### src/rtl/ram_tdp_param.sv
// True dual-port synchronous RAM: per-port enables with valid strobes, selectable
// same-port read-during-write, optional output register, collision flag and a clear sweep after reset.
module ram_tdp_param #(
  parameter int              DW        = 8,
  parameter int              AW        = 6,
  parameter int              RDW_MODE  = 0,
  parameter int              OUT_REG   = 0,
  parameter logic [DW-1:0]   CLEAR_VAL = '0
) (
  input  logic          clk,
  input  logic          rst,
  output logic          busy,
  input  logic          en_a,
  input  logic          we_a,
  input  logic [AW-1:0] add_a,
  input  logic [DW-1:0] d_a,
  output logic [DW-1:0] q_a,
  output logic          valid_a,
  input  logic          en_b,
  input  logic          we_b,
  input  logic [AW-1:0] add_b,
  input  logic [DW-1:0] d_b,
  output logic [DW-1:0] q_b,
  output logic          valid_b,
  output logic          collision
);

  localparam int DEPTH = 2 ** AW;

  typedef enum logic {
    CLEAR,
    READY
  } state_t;

  state_t        state;
  logic [AW-1:0] clr_ptr;
  logic [DW-1:0] mem [DEPTH];

  logic          acc_a, acc_b, wr_a, wr_b;
  logic [DW-1:0] r_a, r_b;
  logic          rv_a, rv_b;

  assign busy  = (state == CLEAR);
  assign acc_a = !rst && (state == READY) && en_a;
  assign acc_b = !rst && (state == READY) && en_b;
  assign wr_a  = acc_a && we_a;
  assign wr_b  = acc_b && we_b;

  // Sweep one word per cycle; the last word's write edge also enters READY.
  always_ff @(posedge clk) begin
    if (rst) begin
      state   <= CLEAR;
      clr_ptr <= '0;
    end else if (state == CLEAR) begin
      clr_ptr <= clr_ptr + 1'b1;
      if (&clr_ptr) state <= READY;
    end
  end

  // NOTE: the storage array has no reset; the clear sweep initialises it, so it still maps onto block RAM.
  always_ff @(posedge clk) begin
    if (!rst && state == CLEAR) mem[clr_ptr] <= CLEAR_VAL;
    if (wr_b) mem[add_b] <= d_b;
    // NOTE: with non-blocking writes the later assignment wins, which gives port A priority on a tie.
    if (wr_a) mem[add_a] <= d_a;
  end

  // First read stage; reads see pre-edge contents, so cross-port readers always get old data.
  always_ff @(posedge clk) begin
    if (rst) begin
      r_a       <= '0;
      r_b       <= '0;
      rv_a      <= 1'b0;
      rv_b      <= 1'b0;
      collision <= 1'b0;
    end else begin
      rv_a      <= acc_a;
      rv_b      <= acc_b;
      collision <= wr_a && wr_b && (add_a == add_b);
      if (acc_a) r_a <= (we_a && RDW_MODE == 0) ? d_a : mem[add_a];
      if (acc_b) r_b <= (we_b && RDW_MODE == 0) ? d_b : mem[add_b];
    end
  end

  if (OUT_REG != 0) begin : g_out_reg
    always_ff @(posedge clk) begin
      if (rst) begin
        q_a     <= '0;
        q_b     <= '0;
        valid_a <= 1'b0;
        valid_b <= 1'b0;
      end else begin
        valid_a <= rv_a;
        valid_b <= rv_b;
        if (rv_a) q_a <= r_a;
        if (rv_b) q_b <= r_b;
      end
    end
  end else begin : g_no_out_reg
    assign q_a     = r_a;
    assign q_b     = r_b;
    assign valid_a = rv_a;
    assign valid_b = rv_b;
  end

endmodule
### config.mk
export PLATFORM = sky130hd
export DESIGN_NAME = ram_tdp_param
export DESIGN_NICKNAME = d
export VERILOG_FILES = /design/src/rtl/ram_tdp_param.sv
export SDC_FILE = /design/constraint.sdc
export NUM_CORES = 1
export LEC_CHECK = 0
export CORE_MARGIN = 2
export CORE_UTILIZATION = 50
export CTS_CLUSTER_SIZE = 25
export DETAILED_ROUTE_END_ITERATION = 12
export HOLD_SLACK_MARGIN = 0.08
export PLACE_DENSITY = 0.66
export SETUP_SLACK_MARGIN = 0.3
export SLEW_MARGIN = 20
export SYNTH_ARGS = -nofsm -noshare
export SYNTH_HDL_FRONTEND = slang
export SYNTH_SLANG_ARGS = --single-unit
### constraint.sdc
create_clock -name clk -period 3.8 [get_ports clk]
set_input_delay 0.76 -clock clk [delete_from_list [all_inputs] [get_ports clk]]
set_output_delay 0.76 -clock clk [all_outputs]
set_load 0.01 [all_outputs]
### Word level (Yosys, flattened, before mapping)

Memories as Yosys holds them, arrays and structs flattened. A register that Yosys moved wholly into a read port is not among the register bits.
Index checks and enable logic that the tools add are counted.
Widths: inputs -> output; s select.

| operators by class | value |
|---|---|
| reduce and logical (&&, ||, !) cells | 11 |
| equal/unequal tests | 1 |
| bitwise logic cells | 1 |
| $add $sub $neg | 1 |
| mux-type cells | 11 |

Operator list:

| kind | count |
|---|---|
| $mux 1 | 9 |
| $logic_and 1x1->1 | 8 |
| $mux 8 | 1 |
| $reduce_or 8->1 | 1 |
| $add 6x1->6 const B | 1 |
| $eq 6x6->1 | 1 |
| $mux 6 | 1 |
| $reduce_and 6->1 | 1 |
| $logic_not 1->1 | 1 |
| $not 1->1 | 1 |

| word-level totals | value |
|---|---|
| bits in registers | 10 |
| RAM bits | 512 |
| output and inout port bits | 20 |
| memories kept | 1 |

Memory list:

| memory | words | width | read ports | clocked after memory_dff | write ports | line | RTL |
|---|---|---|---|---|---|---|---|
| mem | 64 | 8 | 2 | 2 | 2 | 37 | `logic [DW-1:0] mem [DEPTH];` |

### Logic depth before layout (Yosys ltp)

| logic depth | value |
|---|---|
| depth after elaboration | 8 |
| mapped depth | 11 |
| mapped depth without buffers | 6 |

### Worst setup path after synthesis

No wires, ideal clock.

| path | value |
|---|---|
| kind | input-to-reg |
| start point | in we_b |
| end point | mem mem[12][0], enable pin |
| slack | 0.896 ns |
| stages | 6 |
| arrival time | 2.520 ns |
| buffers on the path | 2 |
| setup time | 0.384 ns |
| path through | buf_4 nand4b_1 clkbuf_1 a21oi_1 or2_2 o21ai_0 |

RTL lines:

| what | line | RTL |
|---|---|---|
| from (decl) | 20 | `input logic we_b,` |
| to (decl) | 37 |  |

==> results_tabular.tex <==
\begin{tabular}{lr}
\hline
Metric & Value \\
\hline
\multicolumn{2}{l}{\textbf{Status}} \\
\quad Status & completed \\
\multicolumn{2}{l}{\textbf{Placed design}} \\
\quad Sum of net half-perimeters after detailed placement & about 89 mm \\
\quad IO Port Bufs & 53 \\
\quad Routability congestion estimate & a little over 1 \\
\multicolumn{2}{l}{\textbf{Clocking}} \\
\quad Reg clk slew, reported paths & 0.07 ns \\
\quad Number of hold-repair buffers added at the cts stage & 0 \\
\quad Worst-case clock buffer depth & 3 \\
\quad Post-CTS Setup Repair Bufs & 0 \\
\quad Clock root cell & clkbuf\_16 \\
\quad Number of gates resized after cts & 0 \\
\quad Clk\_lat worst skew & $\sim$0.66 ns \\
\quad Clock tree from TritonCTS & built \\
\quad Maximum level of the CTS H-tree & 2 \\
\quad Clock sink count & between 500 and 600 \\
\quad Number of buffers created by CTS & between 50 and 60 \\
\multicolumn{2}{l}{\textbf{Worst setup path}} \\
\quad Worst Setup Path Type & in -> reg \\
\quad Startpoint type of the worst setup path & primary input \\
\quad Top fanout value on the critical path & 14 \\
\quad Worst flop-to-flop path startpoint & state \\
\quad Cells along the critical path & clkdlybuf4s50\_1 > buf\_4 > inv\_1 > o31ai\_1 > buf\_4 > nand2\_1 > o22ai\_1 > buf\_4 \\
\quad Crit. Startpoint & add\_b[4] \\
\quad Required time at the endpoint of the critical path & 4.16 ns \\
\quad Library cell appearing most often on the critical path & buf\_4 \\
\quad Largest stage delay on the critical path & roughly 0.61 ns \\
\quad Critical path capture point type & flip-flop \\
\quad Critical path's slowest cell & clkdlybuf4s50\_1 \\
\quad Data arrival time of the critical path & between 3 and 4 ns \\
\multicolumn{2}{l}{\textbf{Logic synthesis}} \\
\quad Post-synth EDFFs & 512 \\
\quad Post-synth design cell area & between 30000 and 40000 um\^{}2 \\
\quad Most common flop cell mapped by yosys & edfxtp\_1 \\
\quad Post-synthesis register bit count & approximately 540 \\
\quad Sequential area share after synthesis & 0.5021 \\
\quad Syn. warnings & 0 \\
\quad Most area-hungry cell type in the Yosys netlist & edfxtp\_1 \\
\quad Post-synthesis async set-or-reset flop share & 0 \\
\quad Cells after synthesis & 2830 \\
\quad Number of nets in the synthesized netlist & approximately 2900 \\
\quad Synthesized area per cell & between 10 and 15 um\^{}2 \\
\quad Leading cell types by total area after synthesis & edfxtp\_1 (49\%), mux4\_2 (13\%), o21ai\_0 (8.6\%), nand2\_1 (6.9\%), mux2i\_1 (2.2\%) \\
\quad Distinct cell type count after synthesis & between 70 and 80 \\
\quad Top-count cell post-synth & nand2\_1 \\
\quad Portion of synthesized cell area occupied by the leading cell type & 0.4857 \\
\quad Most frequent cells after synthesis & nand2\_1 (584), o21ai\_0 (541), edfxtp\_1 (512) \\
\multicolumn{2}{l}{\textbf{Timing}} \\
\quad Shortest clock period the worst path allows after layout & between 3 and 4 ns \\
\quad Worst clock skew & 0.02478 ns \\
\quad Slew @ Worst Pin & 0.9860 ns \\
\quad Fin crit share & 0.8118 \\
\quad Max-Slew Margin vs Limit & 0.3420 \\
\quad Timing-limited maximum frequency & 0.3242 GHz \\
\quad Unrepaired setup endpoints after global routing & no \\
\quad Count of pins over their slew limit & 0 \\
\quad Final setup violation count & 0 \\
\quad Post-route setup TNS & 0 ns \\
\quad Final count of hold timing violations & 0 \\
\multicolumn{2}{l}{\textbf{Detailed routing}} \\
\quad Post-route antenna net violation count & 0 \\
\quad Remaining DRCs & 0 \\
\quad Overall via count from detail\_route & about 27000 \\
\quad Vias/cell & 6.968 \\
\quad Average routed wire per standard cell & 33.91 um \\
\quad Routed Wire Length & 129.6 mm \\
\quad DRC violation total after the first TritonRoute iteration & around 4500 \\
\quad Length of the first detailed-routing pass in iterations & 6 \\
\multicolumn{2}{l}{\textbf{Layout}} \\
\quad Final net count & just under 3000 \\
\quad Fraction of layout cells with a size suffix above 1 & 0.2272 \\
\quad Final core utilization & 0.5769 \\
\quad Antenna diode count & 0 \\
\quad Fillcell total & roughly 5200 \\
\quad Area added between synthesis and finish & 14.53\% \\
\multicolumn{2}{l}{\textbf{Floorplan}} \\
\quad Standard cell core area & 62850 um\^{}2 \\
\quad Effective utilization at floorplan & 0.5037 \\
\quad I/O pin cnt & between 50 and 60 \\
\quad Number of rows in the core area & 92 \\
\quad Overall die height & 255.6 um \\
\quad Die Wd & between 200 and 300 um \\
\quad Area enclosed by the die boundary & about 65000 um\^{}2 \\
\multicolumn{2}{l}{\textbf{Global route}} \\
\quad Tot GR Track Use & 0.3930 \\
\quad Wire length of the first global-routing pass & 185.2 mm \\
\quad Largest net degree at the start of global routing & 66 \\
\quad Total congestion overflow after global routing & 0 \\
\quad Via count of the first global-routing pass & about 25000 \\
\quad Antenna violations before repair & 6 \\
\multicolumn{2}{l}{\textbf{Pwr}} \\
\quad Leakage & between 10 and 15 nW \\
\quad Areal power density over the cells & 378.8 nW/um\^{}2 \\
\quad Worst IR Drop VDD & approximately 0.33 mV \\
\multicolumn{2}{l}{\textbf{Run}} \\
\quad Reported max-cap violation count & 0 \\
\multicolumn{2}{l}{\textbf{Min path}} \\
\quad Tightest Hold Check Type & reg -> reg \\
\quad Worst Hold Launch & q\_a[4] \\
\hline
\end{tabular}
-- worst paths after layout --
check | end | slack [ns] | cells past startpoint
setup / recovery | mem[23][1] | 0.72 | 8
hold / removal | q_a[4] | 0.50 | 2
setup reg to reg | mem[23][1] | 0.79 | 8
hold reg to reg | q_a[4] | 0.50 | 2
-- layout make-up --
| type | count | area (um^2) | area share |
|---|---|---|---|
| well taps | 846 | 1059 | 0.02920 |
| clock buffers | 67 | 1506 | 0.04155 |
| flip-flops and latches | 538 | 15900 | 0.4384 |
| clock inverters | 42 | 523.0 | 0.01443 |
| repair buffers | 335 | 2884 | 0.07955 |
| multi-input cells | 1964 | 14280 | 0.3939 |
| inverters | 29 | 108.9 | 0.003002 |
-- report_power, final --
part	leakage, nW	switching (mW)	total (mW)	internal (mW)
registers	5.81	0.0163	6.43	6.41
clock network	0.975	2.58	6.17	3.59
logic	6.13	0.760	1.14	0.379
-- state kept, by name, summed over array words and instances, names as in the netlist --
| name | flops |
|---|---|
| mem | 512 |
| q_b | 8 |
| q_a | 8 |
| clr_ptr | 6 |
| state | 1 |
| valid_b | 1 |
| valid_a | 1 |
| collision | 1 |
-- logic make-up (layout without fill, tap and decap cells) --
| family | after synthesis | in the layout | synth area share |
|---|---|---|---|
| buf+inv | 328 | 473 | 0.04830 |
| flops | 538 | 538 | 0.5021 |
| simple gates | 802 | 802 | 0.1098 |
| xor+xnor | 16 | 16 | 0.004427 |
| fa+ha+maj | 1 | 1 | 0.0003952 |
| mux | 298 | 298 | 0.1767 |
| compound gates | 847 | 847 | 0.1583 |
-- layout by cell type, fill, tap and decap left out, drive strengths merged, types with 5 or more instances in the layout --
master / netlist / layout
a22o: 6 / 6
nor3: 39 / 39
a21oi: 32 / 32
bufinv: 0 / 11
and2: 5 / 5
a21boi: 7 / 7
a221o: 8 / 8
nand3: 26 / 26
clkinvlp: 0 / 7
nand2: 587 / 587
buf: 119 / 294
a22oi: 28 / 28
nor2b: 9 / 9
o21bai: 31 / 31
or2: 5 / 5
o221ai: 12 / 12
a31oi: 5 / 5
mux2i: 70 / 70
a32oi: 6 / 6
nor4: 13 / 13
dfxtp: 26 / 26
clkdlybuf4s50: 0 / 40
xor2: 9 / 9
nor2: 77 / 77
o22a: 7 / 7
clkinv: 2 / 25
o22ai: 83 / 83
clkbuf: 180 / 68
mux4: 201 / 201
xnor2: 7 / 7
mux2: 27 / 27
edfxtp: 512 / 512
inv: 27 / 28
o21ai: 544 / 544
nand2b: 10 / 10
o31ai: 6 / 6
nand3b: 8 / 8
nand4: 5 / 5
a221oi: 45 / 45
-- worst max-delay path, delay by kind of cell --
family                 cells  cell delay (ns)
buffers and inverters      5             1.48
AO/OA/AOI/OAI              2             0.75
AND/OR/NAND/NOR            1             0.44
-- routing by layer --
metal / up-vias / GRT usage / routed length (um)
met1: 12910 / 0.5357 / 46260
met3: 467 / 0.09596 / 18220
met4: 12 / 0.2219 / 9022
met2: 2245 / 0.5787 / 56000
li1: 10990 / - / -
met5: - / 0 / 75
-- through the flow --
step	hold slack, ns	worst slack, ns	std cells	total power [mW]	instance area (um^2)
after floorplan	0.4738	0.8961	2830	7.161	31660
after global placement	0.4924	0.1747	3712	7.634	34220
after detailed placement	0.4962	0.2051	3712	7.640	34220
after CTS	0.5038	0.8727	3821	13.69	36250
after global routing	0.5123	0.6296	3821	13.95	36260
final	0.4971	0.7151	3821	13.73	36260
(Power assumes the default switching activity.)
